[src/rtl/id_stage_hs.sv]
// id_stage_hs: registered RV32I decode stage with valid/ready handshakes.
//
// Captures an instruction from the IF/ID register and presents it to EX one
// cycle later as a registered bundle. The bundle holds the control word, the
// raw instruction, the PC, both source operands, the selected immediate and
// the register indices. The regfile lives here. When BYPASS is set, a
// same-cycle WB write is visible to the capture. A held bundle's operands
// track WB writes so that they stay coherent while EX back-pressures.
//
// Ports
//   clk, rst                        clock (rising edge), async active-low reset
//   in_valid_i / in_ready_o         upstream handshake
//   instr_i, pc_i                   instruction word and its PC
//   wb_load_i, wb_rd_i, wb_data_i   regfile write port from WB
//   flush_i                         kill the held instruction and any input taken now
//   hd_zero_i                       strip side effects from the instruction being captured
//   out_valid_o / out_ready_i       downstream handshake
//   ctrl_word_o ... rd_o            registered decode bundle
//   br_en_o                         comparator on the registered operands
//   lu_stall_o                      load-use stall this cycle

package id_stage_hs_pkg;

   localparam logic [6:0] OP_LUI   = 7'b0110111;
   localparam logic [6:0] OP_AUIPC = 7'b0010111;
   localparam logic [6:0] OP_JAL   = 7'b1101111;
   localparam logic [6:0] OP_JALR  = 7'b1100111;
   localparam logic [6:0] OP_BR    = 7'b1100011;
   localparam logic [6:0] OP_LOAD  = 7'b0000011;
   localparam logic [6:0] OP_STORE = 7'b0100011;
   localparam logic [6:0] OP_IMM   = 7'b0010011;
   localparam logic [6:0] OP_REG   = 7'b0110011;

   // cmpop uses the branch funct3 encoding
   localparam logic [2:0] CMP_BEQ  = 3'b000;
   localparam logic [2:0] CMP_BLT  = 3'b100;
   localparam logic [2:0] CMP_BLTU = 3'b110;

   localparam logic [1:0] RF_ALU = 2'd0;
   localparam logic [1:0] RF_IMM = 2'd1;
   localparam logic [1:0] RF_MEM = 2'd2;
   localparam logic [1:0] RF_PC4 = 2'd3;

   typedef struct packed {
      logic [6:0] opcode;
      logic [2:0] aluop;
      logic       alu_alt;        // sub / sra
      logic       alumux1_sel;    // 0: rs1, 1: pc
      logic       alumux2_sel;    // 0: rs2, 1: imm
      logic [2:0] cmpop;
      logic       cmpmux_sel;     // 0: rs2, 1: imm
      logic [1:0] regfilemux_sel;
      logic       load_regfile;
      logic       mem_read;
      logic       mem_write;
      logic [3:0] mem_byte_en;
   } rv32i_control_word;

endpackage

module id_stage_hs
   import id_stage_hs_pkg::*;
#(
   parameter int XLEN     = 32,
   parameter int NUM_REGS = 32,
   parameter bit BYPASS   = 1'b1,
   parameter bit LU_CHECK = 1'b1
) (
   input  logic              clk,
   input  logic              rst,
   input  logic              in_valid_i,
   output logic              in_ready_o,
   input  logic [31:0]       instr_i,
   input  logic [XLEN-1:0]   pc_i,
   input  logic              wb_load_i,
   input  logic [4:0]        wb_rd_i,
   input  logic [XLEN-1:0]   wb_data_i,
   input  logic              flush_i,
   input  logic              hd_zero_i,
   output logic              out_valid_o,
   input  logic              out_ready_i,
   output rv32i_control_word ctrl_word_o,
   output logic [31:0]       instr_o,
   output logic [XLEN-1:0]   pc_o,
   output logic [XLEN-1:0]   rs1_data_o,
   output logic [XLEN-1:0]   rs2_data_o,
   output logic [XLEN-1:0]   imm_o,
   output logic [4:0]        rs1_o,
   output logic [4:0]        rs2_o,
   output logic [4:0]        rd_o,
   output logic              br_en_o,
   output logic              lu_stall_o
);

   localparam int AW = (NUM_REGS > 1) ? $clog2(NUM_REGS) : 1;

   function automatic logic [3:0] byte_en(input logic [1:0] size);
      case (size)
         2'b00:   byte_en = 4'b0001;
         2'b01:   byte_en = 4'b0011;
         default: byte_en = 4'b1111;
      endcase
   endfunction

   function automatic rv32i_control_word control_rom(input logic [6:0] op,
                                                     input logic [2:0] f3,
                                                     input logic       b30);
      rv32i_control_word cw;
      cw        = '0;
      cw.opcode = op;
      case (op)
         OP_LUI: begin
            cw.load_regfile   = 1'b1;
            cw.regfilemux_sel = RF_IMM;
         end
         OP_AUIPC: begin
            cw.load_regfile = 1'b1;
            cw.alumux1_sel  = 1'b1;
            cw.alumux2_sel  = 1'b1;
         end
         OP_JAL: begin
            cw.load_regfile   = 1'b1;
            cw.regfilemux_sel = RF_PC4;
            cw.alumux1_sel    = 1'b1;
            cw.alumux2_sel    = 1'b1;
         end
         OP_JALR: begin
            cw.load_regfile   = 1'b1;
            cw.regfilemux_sel = RF_PC4;
            cw.alumux2_sel    = 1'b1;
         end
         OP_BR: begin
            cw.cmpop       = f3;
            cw.alumux1_sel = 1'b1;
            cw.alumux2_sel = 1'b1;
         end
         OP_LOAD: begin
            cw.load_regfile   = 1'b1;
            cw.mem_read       = 1'b1;
            cw.regfilemux_sel = RF_MEM;
            cw.alumux2_sel    = 1'b1;
            cw.mem_byte_en    = byte_en(f3[1:0]);
         end
         OP_STORE: begin
            cw.mem_write   = 1'b1;
            cw.alumux2_sel = 1'b1;
            cw.mem_byte_en = byte_en(f3[1:0]);
         end
         OP_IMM: begin
            cw.load_regfile = 1'b1;
            cw.aluop        = f3;
            cw.alumux2_sel  = 1'b1;
            cw.alu_alt      = (f3 == 3'b101) && b30;
            // slti/sltiu compare rs1 against the immediate
            if (f3 == 3'b010) begin
               cw.cmpop      = CMP_BLT;
               cw.cmpmux_sel = 1'b1;
            end else if (f3 == 3'b011) begin
               cw.cmpop      = CMP_BLTU;
               cw.cmpmux_sel = 1'b1;
            end
         end
         OP_REG: begin
            cw.load_regfile = 1'b1;
            cw.aluop        = f3;
            cw.alu_alt      = b30;
            if (f3 == 3'b010)      cw.cmpop = CMP_BLT;
            else if (f3 == 3'b011) cw.cmpop = CMP_BLTU;
         end
         default: cw.cmpop = CMP_BEQ;
      endcase
      return cw;
   endfunction

   logic [XLEN-1:0]   rf [NUM_REGS];
   logic              wb_ok;
   logic [4:0]        rd_idx [2];
   logic [XLEN-1:0]   rd_val [2];
   logic              capture;
   rv32i_control_word cw_next;
   logic [XLEN-1:0]   imm_next;
   logic [XLEN-1:0]   cmp_rhs;

   assign wb_ok     = wb_load_i && (wb_rd_i != 5'd0) && (32'(wb_rd_i) < NUM_REGS);
   assign rd_idx[0] = instr_i[19:15];
   assign rd_idx[1] = instr_i[24:20];

   // The rs2 field is compared even for formats that have no rs2. A false
   // match only costs one bubble.
   assign lu_stall_o = LU_CHECK && in_valid_i && out_valid_o && ctrl_word_o.mem_read &&
                       (rd_o != 5'd0) &&
                       ((rd_o == instr_i[19:15]) || (rd_o == instr_i[24:20]));

   assign in_ready_o = rst && (!out_valid_o || out_ready_i) && !lu_stall_o;
   assign capture    = in_valid_i && in_ready_o;

   always_ff @(posedge clk or negedge rst) begin
      if (!rst) begin
         for (int i = 0; i < NUM_REGS; i++) rf[i] <= '0;
      end else if (wb_ok) begin
         rf[wb_rd_i[AW-1:0]] <= wb_data_i;
      end
   end

   always_comb begin
      for (int p = 0; p < 2; p++) begin
         rd_val[p] = '0;
         if ((rd_idx[p] != 5'd0) && (32'(rd_idx[p]) < NUM_REGS)) begin
            if (BYPASS && wb_ok && (wb_rd_i == rd_idx[p])) rd_val[p] = wb_data_i;
            else                                          rd_val[p] = rf[rd_idx[p][AW-1:0]];
         end
      end
   end

   always_comb begin
      cw_next = control_rom(instr_i[6:0], instr_i[14:12], instr_i[30]);
      if (hd_zero_i) begin
         cw_next.load_regfile = 1'b0;
         cw_next.mem_read     = 1'b0;
         cw_next.mem_write    = 1'b0;
         cw_next.mem_byte_en  = 4'b0000;
      end
   end

   always_comb begin
      imm_next = '0;
      case (instr_i[6:0])
         OP_IMM, OP_LOAD, OP_JALR:
            imm_next = XLEN'($signed(instr_i[31:20]));
         OP_STORE:
            imm_next = XLEN'($signed({instr_i[31:25], instr_i[11:7]}));
         OP_BR:
            imm_next = XLEN'($signed({instr_i[31], instr_i[7], instr_i[30:25],
                                      instr_i[11:8], 1'b0}));
         OP_LUI, OP_AUIPC:
            imm_next = XLEN'($signed({instr_i[31:12], 12'b0}));
         OP_JAL:
            imm_next = XLEN'($signed({instr_i[31], instr_i[19:12], instr_i[20],
                                      instr_i[30:21], 1'b0}));
         default: imm_next = '0;
      endcase
   end

   always_ff @(posedge clk or negedge rst) begin
      if (!rst) begin
         out_valid_o <= 1'b0;
         ctrl_word_o <= '0;
         instr_o     <= '0;
         pc_o        <= '0;
         rs1_data_o  <= '0;
         rs2_data_o  <= '0;
         imm_o       <= '0;
         rs1_o       <= '0;
         rs2_o       <= '0;
         rd_o        <= '0;
      end else if (flush_i) begin
         // A handshake taken in this cycle is consumed but dropped here.
         out_valid_o <= 1'b0;
      end else if (capture) begin
         out_valid_o <= 1'b1;
         ctrl_word_o <= cw_next;
         instr_o     <= instr_i;
         pc_o        <= pc_i;
         rs1_data_o  <= rd_val[0];
         rs2_data_o  <= rd_val[1];
         imm_o       <= imm_next;
         rs1_o       <= instr_i[19:15];
         rs2_o       <= instr_i[24:20];
         rd_o        <= instr_i[11:7];
      end else if (out_ready_i) begin
         // Drained with nothing new, or a load-use bubble.
         out_valid_o <= 1'b0;
      end else if (out_valid_o) begin
         // Held by EX: keep the operands in step with regfile writes.
         if (wb_ok && (wb_rd_i == rs1_o)) rs1_data_o <= wb_data_i;
         if (wb_ok && (wb_rd_i == rs2_o)) rs2_data_o <= wb_data_i;
      end
   end

   assign cmp_rhs = ctrl_word_o.cmpmux_sel ? imm_o : rs2_data_o;

   always_comb begin
      case (ctrl_word_o.cmpop)
         3'b000:  br_en_o = (rs1_data_o == cmp_rhs);
         3'b001:  br_en_o = (rs1_data_o != cmp_rhs);
         3'b100:  br_en_o = ($signed(rs1_data_o) <  $signed(cmp_rhs));
         3'b101:  br_en_o = ($signed(rs1_data_o) >= $signed(cmp_rhs));
         3'b110:  br_en_o = (rs1_data_o <  cmp_rhs);
         3'b111:  br_en_o = (rs1_data_o >= cmp_rhs);
         default: br_en_o = 1'b0;
      endcase
   end

endmodule

[config.mk]
export PLATFORM = sky130hd
export DESIGN_NAME = id_stage_hs
export DESIGN_NICKNAME = d
export VERILOG_FILES = /design/src/rtl/id_stage_hs.sv
export SDC_FILE = /design/constraint.sdc
export NUM_CORES = 2
export LEC_CHECK = 0
export CAP_MARGIN = 25
export CELL_PAD_IN_SITES_DETAIL_PLACEMENT = 0
export CELL_PAD_IN_SITES_GLOBAL_PLACEMENT = 1
export CORE_AREA = 4 4 375 469
export DETAILED_ROUTE_END_ITERATION = 16
export DIE_AREA = 0 0 379 473
export PLACE_DENSITY = 0.65
export SYNTH_ARGS = -nofsm -noshare
export SYNTH_HDL_FRONTEND = slang
export SYNTH_SLANG_ARGS = --single-unit
[constraint.sdc]
create_clock -name clk -period 3.2 [get_ports clk]
set_clock_uncertainty 0.15 [all_clocks]
set_input_delay 0.32 -clock clk [delete_from_list [all_inputs] [get_ports clk]]
set_output_delay 0.32 -clock clk [all_outputs]
set_load 0.01 [all_outputs]
# Word-level counts from Yosys, hierarchy flattened
# Index checks and enable logic that the tools add are counted.
classes:
  eq_ne: 27
  n_mux: 43
  bitwise_logic: 4
  reduce_logical: 38
  magnitude_cmp: 8
ops:
  columns: ["op", "count"]
  rows:
  - ["$bwmux 1024", 1]
  - ["$mux 32", 18]
  - ["$bmux 32 s5", 2]
  - ["$demux 32 s5", 1]
  - ["$pmux 32 s5", 1]
  - ["$ge 32x32->1", 2]
  - ["$lt 32x32->1", 2]
  - ["$eq 32x32->1", 1]
  - ["$ne 32x32->1", 1]
  - ["$eq 5x5->1", 6]
  - ["$eq 7x6->1 const B", 3]
  - ["$eq 7x7->1 const B", 3]
  - ["$reduce_bool 5->1", 4]
  - ["$ge 6x6->1 const B", 3]
  - ["$not 5->6", 3]
  - ["$pmux 4 s2", 2]
  - ["$eq 3x3->1 const B", 5]
  - ["$eq 7x5->1 const B", 2]
  - ["$logic_and 1x1->1", 14]
  - ["$reduce_or 7->1", 2]
  - ["$mux 4", 3]
  - ["$mux 1", 9]
  - ["$pmux 3 s3", 1]
  - ["$reduce_and 4->1", 2]
  - ["20 further kinds", 29]
word_totals:
  output_inout_bits: 205
  reg_bits: 1226

# Logic depth before layout (Yosys ltp)
logic_depth:
  word_depth: 9
  ltp_mapped: 11
  mapped_depth_nobuf: 8

# Least setup slack after synthesis
# No wires, ideal clock.
synth_timing:
  path_kind: "register to output"
  start: "register ctrl_word_o[9] (netlist name)"
  end: "output br_en_o"
  stages_incl_launch_ff: 10
  slack_ns: -0.216
  arrival_time_ns: 2.946
  path_buffers: 2
  cell_sequence: "dfrtp_1 clkbuf_1 buf_1 mux2i_1 ha_1 nand4_1 nor4_1 a311oi_1 a211o_1 a311oi_1"
synth_between:
  elab_chain_cells: 3
  word_cells_on_any_way: 8
  classes_between: "4 x order compare; 2 x eq/ne; 2 x mux"
synth_lines:
  columns: ["item", "line", "source"]
  rows:
  - ["start, declared", "82", "output rv32i_control_word ctrl_word_o,"]
  - ["start signal, assigned", "261", "ctrl_word_o <= cw_next;"]
  - ["$mux 32 *", "280", "assign cmp_rhs = ctrl_word_o.cmpmux_sel ? imm_o : rs2_data_o;"]
  - ["$ge 32x32->1, or another cell as far along", "289", "3'b111: br_en_o = (rs1_data_o >= cmp_rhs);"]
  - ["$pmux 1 s6 *", "283", "case (ctrl_word_o.cmpop)"]
  - ["end, declared", "91", "output logic br_en_o,"]
# Mark *: on every way between the ends. The rest lies on a longest branch, timed or not.

# Worst setup path after layout
# Same ends and word-level chain as after synthesis.

==> run_results.csv <==
group,metric,value,unit
clock_tree,clock_sinks,1203,
die,num_rows,170,
worst_hold_path,hold_startpoint,"pc_i[2]",
setup_path,r2r_cell_count,8,
place,buffer_ports.inserted,312,
setup_path,ff2ff_setup_slack,0.38,ns
die,die_width,379,um
final_layout,layout_cells_sized_above_1,0.456,
timing,layout_setup_ws,-0.781,ns
job,max_cap_violations,0,
logic_synthesis,yosys-top-cells-area,"sky130_fd_sc_hd__dfrtp_1 (48%), sky130_fd_sc_hd__mux4_2 (19%), sky130_fd_sc_hd__mux2_2 (18%)",
clock_tree,clkSlewWorstSetupHoldPaths,0.06,ns
die,initial_utilization,0.368,
place,finalWeightedCongestion,0.856,
detailed_routing,drt-wirelength-per-cell,30.9,um
timing,final_period_minus_worst_setup_slack,3.98,ns
setup_path,worstPathMaxFanout,7,
worst_hold_path,holdPathEnd,"pc_o[2]$_DFFE_PN0P_",
final_layout,final-instance-count-excl-fill,7065,
logic_synthesis,postSynthRegisterBits,1203,
logic_synthesis,most_numerous_cell_in_the_yosys_netlist,"sky130_fd_sc_hd__dfrtp_1",
detailed_routing,number_of_nets_still_failing_antenna_checks_after_routing,0,
setup_path,source_of_the_worst_register_to_register_timing_path,"instr_o[8]$_DFFE_PN0P_",
logic_synthesis,yosysWarnings,0,
global_route,grt_first_pass_wirelength,317000,um
status,run_status,"complete, but fails checks",
logic_synthesis,post_synth_adder_cell_area,0.00635,
logic_synthesis,largest_family_of_logic_cells_by_synthesized_area,"multiplexers",
timing,layout_worst_path_cycle_share,1.24,
global_route,antenna_found_initial,16,
clock_tree,clk_latency,0.76,ns
global_route,grt_usage,0.242,
die,die_area,0.179,mm2
setup_path,timing_worst_setup_path_type,"register to primary output",
place,place.detailed.instances,6796,
timing,worst-slew-pin-transition,1.06,ns
global_route,number_of_global_route_vias_before_repair,43800,
detailed_routing,routed_via_density,5.97,
logic_synthesis,post_synth_and_or_nand_nor_area_fraction,0.0266,
clock_tree,cts_inserted_buffers,120,
setup_path,required,2.73,ns
detailed_routing,via_count,42200,
detailed_routing,drt_iter0_drc,3728,
timing,fin_hold_ws,0.0467,ns
logic_synthesis,post_synth_edffs,0,
logic_synthesis,netlist-cell-type-count,61,
die,chipHeight,473,um
power,power-per-cell-area,590,mW/mm2
logic_synthesis,synthXorXnorAreaFrac,0.00417,
die,ios,313,
place,hpwl,138000,um
setup_path,end_kind,"primary output",
detailed_routing,wirelength_met1,91700,um
detailed_routing,drc_errors,0,
detailed_routing,drtPass1Iterations,5,
clock_tree,ctsHtreeMaxLevel,3,
place,detailed_place.area,0.0713,mm2
final_layout,area_growth,20.1,%
power,peakVddDrop,437,uV
logic_synthesis,yosys.area.top_type,"sky130_fd_sc_hd__dfrtp_1",
final_layout,final_cell_area,0.0757,mm2
timing,rsz0062_at_grt,"true",
status,violations,"negative setup slack",
logic_synthesis,muxShareOfSynthArea,0.397,
power,power_leakage,32.7,nW
setup_path,cp_data_arrival_time,3.51,ns
clock_tree,cts_tree,"built",
timing,timing.fmax,251,MHz
logic_synthesis,synth_compound_gate_area_share,0.0528,
worst_hold_path,min-delay-path-class,"input pin to register",
logic_synthesis,postSynth.asyncResetShare,1.00,
logic_synthesis,avg_cell_area_syn,14.5,um2
final_layout,layout.filler_cells,15400,
timing,final.setup.tns,-0.781,ns
worst_hold_path,hold_crit_depth,3,
detailed_routing,highest_metal_layer_with_signal_wires,"met5",
logic_synthesis,synthTopCellsByCount,"sky130_fd_sc_hd__dfrtp_1 (1,203), sky130_fd_sc_hd__mux2_2 (989), sky130_fd_sc_hd__mux4_2 (544), sky130_fd_sc_hd__clkbuf_1 (316), sky130_fd_sc_hd__nand2_1 (264)",
detailed_routing,totalWireLength,218000,um
timing,slew-limit-headroom,0.294,
final_layout,finalCoreUtilization,0.442,
detailed_routing,met3_wirelength_from_detailed_routing,14300,um
timing,report.final.hold_viol_count,0,
setup_path,timing.rr.end,"ctrl_word_o[13]$_DFFE_PN0P_",
clock_tree,clockRootBuffer,"sky130_fd_sc_hd__clkbuf_16",
global_route,grt_start_max_net_pins,180,
logic_synthesis,synth_top_area_frac,0.477,
timing,setup_viol,1,
timing,final_max_slew_viol_count,0,
die,design.core.area,0.171,mm2
global_route,overflow,0,
detailed_routing,route.met2.wl,104000,um
setup_path,start_kind,"register",
final_layout,layout.nets,4866,
logic_synthesis,synthFlopType,"sky130_fd_sc_hd__dfrtp_1",
power,p_total,44.7,mW
logic_synthesis,synth_fp_nets,4492,
clock_tree,cts.path.max_buffers,3,
logic_synthesis,synth_seq_area_share,0.477,
logic_synthesis,synth_cells,4352,
place,dp_worst_setup_slack,-0.531,ns
logic_synthesis,synthesis.area,0.0631,mm2
worst max-delay path, cell delays in order, from the launching register on:
cell                       delay, ns
sky130_fd_sc_hd__dfrtp_2        0.51
sky130_fd_sc_hd__buf_4          0.18
sky130_fd_sc_hd__mux2i_1        0.11
sky130_fd_sc_hd__ha_1           0.29
sky130_fd_sc_hd__nand4_1        0.20
sky130_fd_sc_hd__buf_4          0.23
sky130_fd_sc_hd__nor4_4         0.27
sky130_fd_sc_hd__buf_4          0.20
sky130_fd_sc_hd__a311oi_1       0.09
sky130_fd_sc_hd__a211o_1        0.25
sky130_fd_sc_hd__a311oi_2       0.22
sky130_fd_sc_hd__buf_2          0.18
routing by layer:
metal  up-vias  global-route usage
li1      17400                   -
met1     22800               0.327
met2      1560               0.396
met3       380              0.0403
met4        12              0.0838
met5         -                   0
cell families (layout without fill, tap and decap cells):
group                      count (synthesis)  in the layout
muxes                                   1696           1696
AOI/OAI and AO/OA                        467            467
buffers and inverters                    530           1001
DFF                                     1203           1203
other                                      0              6
xor gates and xnor gates                  30             30
and+or+nand+nor                          394            394
adders and majority gates                 32             32
flip-flops by register name (all words and copies together) (netlist names):
| signal | cells |
|---|---|
| rf | 1024 |
| ctrl_word_o | 24 |
| imm_o | 32 |
| rs2_data_o | 32 |
| instr_o | 26 |
| pc_o | 32 |
| rs1_data_o | 32 |
| out_valid_o | 1 |
layout make-up:
cell class              instances  area, um2  share of cell area
multi-input cells            2619      31000               0.410
flip-flops and latches       1203      30100               0.398
repair buffers                742       7680               0.101
clock buffers                 179       3650              0.0482
well taps                    2236       2800              0.0369
clock inverters                40        292             0.00385
inverters                      40        150             0.00198
diodes                          6       15.0            0.000198
worst max path at each step:
stage | start | endpoint | slack, ns | depth (start not counted)
2_1_floorplan | ctrl_word_o[9]$_DFFE_PN0P_ | br_en_o | 0.02 | 9
5_1_grt | ctrl_word_o[9]$_DFFE_PN0P_ | br_en_o | -0.88 | 11
4_1_cts | ctrl_word_o[9]$_DFFE_PN0P_ | br_en_o | -0.82 | 12
3_3_place_gp | ctrl_word_o[9]$_DFFE_PN0P_ | br_en_o | -0.56 | 10
6_report | ctrl_word_o[9]$_DFFE_PN0P_ | br_en_o | -0.78 | 11
3_5_place_dp | ctrl_word_o[9]$_DFFE_PN0P_ | br_en_o | -0.53 | 10
power by group:
part	internal (mW)	leakage [nW]	switching [mW]	total [mW]
Clock	7.99	1.96	6.33	14.3
Combinational	6.16	15.3	4.26	10.4
Sequential	18.0	15.4	1.99	20.0
Total	32.1	32.7	12.6	44.7
cell usage in the layout, fill, tap and decap left out, drive strengths merged, types with 9 or more instances in the layout:
cell and count:
a221oi 41, dlygate4sd3 36, inv 43, nor2 48, a22o 96, a21oi 30
a32oi 32, nand4 10, o22ai 32, a22oi 34, o21ai 132, nor3 12
clkinv 29, xnor2 9, dfrtp 1203, ha 32, nand2 264, mux2 993
xor2 21, nand3 18, clkdlybuf4s50 301, buf 403, mux2i 159, mux4 544
a21o 34, clkbuf 180
repair_timing:
item | in CTS | in global routing
gates cloned | 0 | 0
hold buffers | 36 | 0
hold endpoints to repair | 899 | 0
setup buffers | 6 | 2
pin swaps | 5 | 2
endpoints found under the setup margin | 3 | 2
gates resized for setup | 19 | 3
No activity file was read; power rests on OpenSTA's default activity.
